### config.mk
export PLATFORM = sky130hd
export DESIGN_NAME = complex_mult_stim_gen
export DESIGN_NICKNAME = d
export VERILOG_FILES = /design/src/rtl/complex_mult_stim_gen.sv
export SDC_FILE = /design/constraint.sdc
export NUM_CORES = 1
export LEC_CHECK = 0
export ABC_CLOCK_PERIOD_IN_PS = 4450
export BUFFER_PORTS_ARGS = -buffer_cell sky130_fd_sc_hd__buf_2
export CORE_MARGIN = 2
export CORE_UTILIZATION = 57
export CTS_BUF_LIST = sky130_fd_sc_hd__clkbuf_4 sky130_fd_sc_hd__clkbuf_8
export DETAILED_ROUTE_END_ITERATION = 10
export PLACE_DENSITY = 0.79
export SLEW_MARGIN = 5
export SYNTH_ARGS = -nofsm -noshare
export SYNTH_HDL_FRONTEND = slang
export SYNTH_SLANG_ARGS = --single-unit
### constraint.sdc
create_clock -name clk -period 4.45 [get_ports clk]
set_clock_uncertainty 0.05 [all_clocks]
set_input_delay 0.445 -clock clk [delete_from_list [all_inputs] [get_ports clk]]
set_output_delay 0.445 -clock clk [all_outputs]
set_load 0.03 [all_outputs]
### src/rtl/complex_mult_stim_gen.sv
// Operand generator and result checker for the complex multiplier.
// Define CMPLX_STIM_CHECK_EN to compile in the expected-value multiplier and error counters.
module complex_mult_stim_gen #(
    parameter int unsigned DATA_WIDTH     = 8,
    parameter int unsigned TRANSACTION_NR = 20,
    parameter logic [31:0] LFSR_SEED      = 32'hACE12B3D,
    parameter int unsigned RDY_GAP        = 0
) (
    input  logic                          clk,
    input  logic                          sw_rst,
    input  logic                          start,
    input  logic [1:0]                    mode,
    input  logic                          op_ready,
    output logic                          op_val,
    output logic [4*DATA_WIDTH-1:0]       op_data,
    input  logic                          res_val,
    output logic                          res_ready,
    input  logic [2*(2*DATA_WIDTH+1)-1:0] res_data,
    output logic                          busy,
    output logic                          done,
    output logic [15:0]                   txn_cnt,
    output logic [15:0]                   err_cnt,
    output logic                          err_flag
);

    localparam int unsigned W  = DATA_WIDTH;
    localparam int unsigned RW = 2 * W + 1;
    localparam logic [31:0] LFSR_POLY = 32'h80200003;
    localparam logic [3:0][31:0] LFSR_INIT = {
        {LFSR_SEED[7:0],  LFSR_SEED[31:8]},
        {LFSR_SEED[15:0], LFSR_SEED[31:16]},
        {LFSR_SEED[23:0], LFSR_SEED[31:24]},
        LFSR_SEED
    };

    typedef enum logic [1:0] {S_IDLE, S_ISSUE, S_WAIT_RES, S_DONE} state_e;

    function automatic logic [31:0] lfsr_step(input logic [31:0] s);
        return s[0] ? ((s >> 1) ^ LFSR_POLY) : (s >> 1);
    endfunction

    function automatic logic [4*W-1:0] gen_ops(input logic [1:0] m, input logic [15:0] cnt,
                                               input logic [4*W-1:0] rnd);
        logic [W-1:0]   n;
        logic [4*W-1:0] ops;
        n = W'(cnt);
        case (m)
            2'd0:    ops = {W'(2), W'(3), W'(4), W'(2)};
            2'd1:    ops = rnd;
            2'd2:    ops = '1;
            default: ops = {n, n, ~n, ~n};
        endcase
        return ops;
    endfunction

    state_e           state_q, state_d;
    logic [1:0]       mode_q, mode_d;
    logic [4*W-1:0]   op_q, op_d;
    logic [7:0]       gap_q, gap_d;
    logic [15:0]      txn_q, txn_d, txn_inc;
    logic [3:0][31:0] lfsr_q, lfsr_d;
    logic [4*W-1:0]   lfsr_ops;
    logic             start_acc, op_acc, res_acc, last_txn;

    // Both handshakes transfer on a rising edge where valid and ready are high together;
    // op_val is held with stable op_data until op_ready, and res_data is only sampled with res_ready.
    assign start_acc = ((state_q == S_IDLE) || (state_q == S_DONE)) && start;
    assign op_acc    = (state_q == S_ISSUE) && op_ready;
    assign res_acc   = (state_q == S_WAIT_RES) && (gap_q == 8'd0) && res_val;
    assign txn_inc   = txn_q + 16'd1;
    assign last_txn  = (txn_inc == 16'(TRANSACTION_NR));
    assign lfsr_ops  = {lfsr_q[0][W-1:0], lfsr_q[1][W-1:0], lfsr_q[2][W-1:0], lfsr_q[3][W-1:0]};

    always_ff @(posedge clk) begin
        if (sw_rst) begin
            state_q <= S_IDLE;
        end else begin
            state_q <= state_d;
        end
    end

    always_comb begin
        state_d = state_q;
        case (state_q)
            S_IDLE, S_DONE: if (start) state_d = S_ISSUE;
            S_ISSUE:        if (op_ready) state_d = S_WAIT_RES;
            S_WAIT_RES:     if (res_acc) state_d = last_txn ? S_DONE : S_ISSUE;
            default:        state_d = S_IDLE;
        endcase
    end

    always_comb begin
        op_val    = 1'b0;
        res_ready = 1'b0;
        busy      = 1'b0;
        done      = 1'b0;
        case (state_q)
            S_ISSUE: begin
                op_val = 1'b1;
                busy   = 1'b1;
            end
            S_WAIT_RES: begin
                res_ready = (gap_q == 8'd0);
                busy      = 1'b1;
            end
            S_DONE:  done = 1'b1;
            default: ;
        endcase
    end

    // The LFSRs free-run across runs; only sw_rst returns them to their seeds.
    always_comb begin
        mode_d = mode_q;
        op_d   = op_q;
        gap_d  = gap_q;
        txn_d  = txn_q;
        lfsr_d = lfsr_q;
        if (start_acc) begin
            mode_d = mode;
            op_d   = gen_ops(mode, 16'd0, lfsr_ops);
            txn_d  = 16'd0;
        end
        if (op_acc) begin
            gap_d = 8'(RDY_GAP);
            for (int k = 0; k < 4; k++) begin
                lfsr_d[k] = lfsr_step(lfsr_q[k]);
            end
        end else if ((state_q == S_WAIT_RES) && (gap_q != 8'd0)) begin
            gap_d = gap_q - 8'd1;
        end
        if (res_acc) begin
            txn_d = txn_inc;
            if (!last_txn) begin
                op_d = gen_ops(mode_q, txn_inc, lfsr_ops);
            end
        end
    end

    always_ff @(posedge clk) begin
        if (sw_rst) begin
            mode_q <= 2'd0;
            op_q   <= '0;
            gap_q  <= 8'd0;
            txn_q  <= 16'd0;
            lfsr_q <= LFSR_INIT;
        end else begin
            mode_q <= mode_d;
            op_q   <= op_d;
            gap_q  <= gap_d;
            txn_q  <= txn_d;
            lfsr_q <= lfsr_d;
        end
    end

    assign op_data = op_q;
    assign txn_cnt = txn_q;

`ifdef CMPLX_STIM_CHECK_EN
    logic [2*RW-1:0] exp_q, exp_d;
    logic [15:0]     err_cnt_q, err_cnt_d;
    logic            err_flag_q, err_flag_d;
    logic [RW-1:0]   a, b, c, d;

    assign a = RW'(op_q[4*W-1:3*W]);
    assign b = RW'(op_q[3*W-1:2*W]);
    assign c = RW'(op_q[2*W-1:W]);
    assign d = RW'(op_q[W-1:0]);

    // Real part wraps modulo 2^RW, which is its two's complement encoding.
    always_comb begin
        exp_d      = exp_q;
        err_cnt_d  = err_cnt_q;
        err_flag_d = err_flag_q;
        if (op_acc) begin
            exp_d = {a * c - b * d, a * d + b * c};
        end
        if (start_acc) begin
            err_cnt_d  = 16'd0;
            err_flag_d = 1'b0;
        end else if (res_acc && (res_data != exp_q)) begin
            err_flag_d = 1'b1;
            if (err_cnt_q != 16'hFFFF) begin
                err_cnt_d = err_cnt_q + 16'd1;
            end
        end
    end

    always_ff @(posedge clk) begin
        if (sw_rst) begin
            exp_q      <= '0;
            err_cnt_q  <= 16'd0;
            err_flag_q <= 1'b0;
        end else begin
            exp_q      <= exp_d;
            err_cnt_q  <= err_cnt_d;
            err_flag_q <= err_flag_d;
        end
    end

    assign err_cnt  = err_cnt_q;
    assign err_flag = err_flag_q;
`else
    logic unused_res_data;
    assign unused_res_data = ^res_data;
    assign err_cnt  = 16'd0;
    assign err_flag = 1'b0;
`endif

endmodule

Word-level counts from Yosys, hierarchy flattened --
Cells that the tools add are included. W data, S select, Z words.
Cells by class: $add $sub $neg 2, eq/ne operators 11, muxes and demuxes 20, bitwise operators 5, reductions and logical operators 16
Operator list (count):
- $mux W32 | 7
- $pmux W32 S3 | 2
- $mux W16 | 2
- $add A16 B1 Y16 const B | 1
- $eq A16 B5 Y1 const B | 1
- $not A3 Y4 | 4
- $eq A2 B2 Y1 const B | 4
- $logic_not A8 Y1 | 1
- $mux W2 | 4
- $not A8 Y8 | 1
- $reduce_bool A8 Y1 | 1
- $sub A8 B1 Y8 const B | 1
- $eq A2 B1 Y1 const B | 3
- $logic_not A2 Y1 | 3
- $ne A2 B2 Y1 const B | 3
- $pmux W2 S3 | 1
- $reduce_or A2 Y1 | 3
- $logic_and A1 B1 Y1 | 5
- $mux W1 | 4
- $reduce_and A3 Y1 | 1
- $reduce_bool A2 Y1 | 1
- $logic_or A1 B1 Y1 | 1
Word-level totals: bits in registers 188

Logic depth before layout (Yosys ltp) --
depth in word-level cells 6, gate-level depth with buffers 10, mapped depth without buffers 8

Worst setup path before layout --
No wires, ideal clock.
path type flip-flop to flip-flop, start point register txn_q[0], in the netlist txn_cnt[0], end point register op_q[27], in the netlist op_data[27], arrival 2637 ps, setup slack 1668 ps, cell stages (with the launch flop) 9, buffers on the path 2, clock period less this slack 2782 ps, path through dfxtp_1 -> buf_2 -> nand4_1 -> nor4_1 -> xor2_1 -> or4_4 -> buf_6 -> or4_1 -> o311ai_1
Between the ends: longest elaborated chain between the ends 4, elaborated cells between the ends (all ways) 5
Ends and longest elaborated chain:
- start: declaration | RTL line 60 | logic [15:0] txn_q, txn_d, txn_inc;
- start signal: assignment | RTL line 150 | txn_q <= txn_d;
- $add A16 B1 Y16 (*) | RTL line 70 | assign txn_inc = txn_q + 16'd1;
- $eq A16 B5 Y1 or $pmux W32 S3 (tied branches) | RTL line 71, 47
- $mux W32 (*) | RTL line 133 | if (!last_txn) begin
- $mux W32 (*) | RTL line 131 | if (res_acc) begin
- end signal: assignment | RTL line 148 | op_q <= op_d;
- end: declaration | RTL line 58 | logic [4*W-1:0] op_q, op_d;
Mark *: on every way between the ends. The rest lies on a longest branch, timed or not. A chain may end at the register's enable or synchronous reset.

Worst setup path in the final report --
start point register txn_q[0], in the netlist txn_cnt[0], end point register op_q[3], in the netlist op_data[3]
Between the ends: longest elaborated chain between the ends 5, elaborated cells between the ends (all ways) 6
Ends and longest elaborated chain (RTL line):
- $add A16 B1 Y16 (*) | 70
- parallel branches: the longest is 2 deep, another holds $eq A16 B5 Y1
- $mux W32 (*) | 133
- $mux W32 (*) | 131
Every way passes the cells marked *.

==> impl_results.md <==
- Synthesized area: 8884 sq um
- Total number of yosys warnings: 0
- Crit. End Element: register
- Worst Path Buf+Inv: 1
- Vias in the first global route: 6874
- VDD IR max: 0.0003050 V
- Hold endpoint: txn_cnt[1]
- Clock Path Buffers: 2
- DR pass1 iterations: 5
- FF-to-FF End: op_data[3]
- Seq/Total Area, Yosys: 42.37%
- Post-synth top cells: nand2_1, dfxtp_1, a21oi_1
- Power per cell area: 412.2 nW/um^2
- Aggregate global-route resource usage: 24.78%
- Synth top area share: 42.37%
- Critical path, cell by cell: ha_1, nand4_2, nor4_1, mux2i_1, nand2_1, buf_4, or4_1, o311ai_1
- CTS buffer count: 17
- Vias: 7994
- Max-cap violations: 0
- TritonCTS clock tree: yes
- Post-route clock period utilization: 75.46%
- Clock latency on the worst-skew pair: 0.49 ns
- Chip height: 128.8 um
- Worst Setup Path Type: reg -> reg
- Synth Flop Type: dfxtp_1
- Routed wire length: 20190 um
- Final hold violations: 0
- Critical path peak fanout: 25
- Post-synth cell types: 60
- Wire per inst: 14.99 um
- Asr flop ratio synth: 0%
- Fin cells: 1347
- Reg area: 3764 sq um
- Fill cells: 1391
- Root cell of the clock tree: clkbuf_8
- GP Congestion: 0.8671
- Req. time, crit path: 4.78 ns
- Global route overflow: 0
- Hold buffer count at cts: 0
- Initial antenna violation count: 0
- Starting Density: 58.44%
- Hold Crit Class: in -> reg
- HP Start: res_val
- # clock sinks: 188
- Full die area: 16600 sq um
- Status: completed
- Drc violations: 0
- H-tree levels: 4
- Area grow syn2layout: 6.338%
- Largest net degree at the start of global routing: 113
- First-pass GRT wire length: 33510 um
- Ranking of synthesized cells by area: dfxtp_1, nand2_1, a21oi_1
- Reg clk slew, reported paths: 0.10 ns
- Dpl cells: 1315
- Final WS setup: 1.092 ns
- Final nets: 1194
- Synth area leader: dfxtp_1
- IO buf count: 58
- Reg2reg setup slack: 1.09 ns
- Fmax: 297.8 MHz
- Chip width: 128.8 um
- RSZ-0062 raised after global routing: no
- Post-synth EDFFs: 0
- Final setup viols: 0
- Tmin final: 3.358 ns
- Arr. time, crit path: 3.69 ns
- Syn_area_per_cell: 7.586 sq um
- Worst path max stage delay: 0.58 ns
- Worst r2r src: txn_cnt[0]
- ANT cells: 0
- Area of the multi-input gates: 4572 sq um
- Slowest stage cell, crit path: dfxtp_1
- Util after Layout: 62.14%
- Ratio of cells with drive above 1 in the final layout: 10.79%
- Antenna violation net count after detailed routing: 0
- Setup_tns: 0 ns
- Seq cells post-synth: 188
- CTS resizes: 0
- CP top delay family: simple AND/OR/NAND/NOR gates
- I/O pin count: 110
- Max-slew violation count: 0
- Post-Synthesis Cells: 1171
- Reg2Reg Depth: 8
- Vias per Instance: 5.935
- WHS Path Cells: 5
- Leakage dissipation: 3.808 nW
- CP startpoint kind: register
- Rel. slew slack: 25.37%
- Detailed Route Iter0 Violations: 830
- Core ar.: 15200 sq um
- Hold slack: 0.3565 ns
- Setup WS pre-CTS: 1.213 ns
- Post-DP HPWL: 12270 um
- Count leader, synth: nand2_1
- Post-CTS setup buffer count: 0
- Row cnt: 45
- Measured slew at the worst slew-check pin: 1.117 ns
## per-layer routing
| metal | routed length, um | GRT usage, % | share of wire (%) |
|---|---|---|---|
| met4 | 300 | 8.440 | 1.5 |
| met3 | 1382 | 5.114 | 6.8 |
| met2 | 9204 | 38.50 | 46 |
| met5 | 0 | 0 | 0 |
| met1 | 9300 | 34.49 | 46 |
## registers in the layout, summed over array words and instances (netlist names)
register  count
lfsr_q       96
lfsr_ops     32
op_data      32
txn_cnt      16
gap_q         8
mode_q        2
state_q       2
## worst min-delay path, stage by stage
cell and delay (ns):
buf_2 0.11, nand2_1 0.11, nor4_4 0.07, nand2_1 0.06, a21oi_1 0.05
## report_power, final
group | total, mW | switching [mW] | internal [mW]
Sequential | 1.93 | 0.101 | 1.83
Clock | 1.32 | 0.602 | 0.718
Combinational | 0.648 | 0.435 | 0.214
## stage by stage
| step | total power, mW | instance area, sq um |
|---|---|---|
| 6_report | 3.894 | 9447 |
| 5_1_grt | 4.079 | 9447 |
| 4_1_cts | 3.908 | 9447 |
| 3_5_place_dp | 2.611 | 8976 |
| 3_3_place_gp | 2.594 | 8976 |
| 2_1_floorplan | 2.472 | 8944 |
## area by class of cell
type                       instances  share of cell area (%)
clock buffer                      22                   3.007
clock inverter                    10                   1.974
inverter                           8                  0.3179
multi-input combinational        862                   48.40
sequential                       188                   39.84
tap                              188                   2.490
timing repair buffer              69                   3.974
## worst max-delay path by stage
stage / from / to / slack [ns] / cells past startpoint
6_report: txn_cnt[0] / op_data[3] / 1.09 / 8
5_1_grt: txn_cnt[0] / op_data[15] / 0.88 / 8
4_1_cts: txn_cnt[0] / op_data[11] / 1.18 / 8
3_5_place_dp: txn_cnt[0] / op_data[11] / 1.21 / 8
3_3_place_gp: txn_cnt[0] / op_data[19] / 1.36 / 8
2_1_floorplan: txn_cnt[0] / op_data[27] / 1.67 / 8
## cell usage in the layout (no fill, tap or decap), types with 4 or more instances in the layout
| cell type | n |
|---|---|
| nor2_1 | 84 |
| dfxtp_1 | 188 |
| conb_1 | 17 |
| o2111a_1 | 5 |
| nor4_1 | 5 |
| ha_1 | 7 |
| clkbuf_8 | 19 |
| nand3b_1 | 4 |
| nor2b_1 | 4 |
| xnor2_1 | 22 |
| a211oi_1 | 14 |
| xor2_1 | 4 |
| nand2b_1 | 6 |
| a21oi_1 | 150 |
| inv_1 | 7 |
| o311ai_1 | 12 |
| nand2_1 | 270 |
| nor3_1 | 27 |
| or4_1 | 16 |
| or3_1 | 5 |
| o21ba_2 | 4 |
| o2111ai_1 | 4 |
| a21o_1 | 5 |
| and2_1 | 7 |
| o211ai_1 | 18 |
| a211o_1 | 9 |
| o21ai_0 | 22 |
| bufinv_16 | 5 |
| mux2i_1 | 5 |
| nand4_1 | 8 |
| nand3_1 | 77 |
| buf_2 | 57 |
| buf_4 | 12 |
| a311o_1 | 6 |
## cell families after synthesis
group	count (synthesis)	synth area share, %
AO/OA/AOI/OAI	270	18.86
XOR/XNOR	26	2.563
adder cells (fa/ha/maj)	7	0.9859
buffers and inverters	137	7.056
flip-flops	188	42.37
multiplexers	8	0.9437
other	1	0.04221
AND/OR/NAND/NOR	534	27.18
Power figures use the tool's default switching activity.
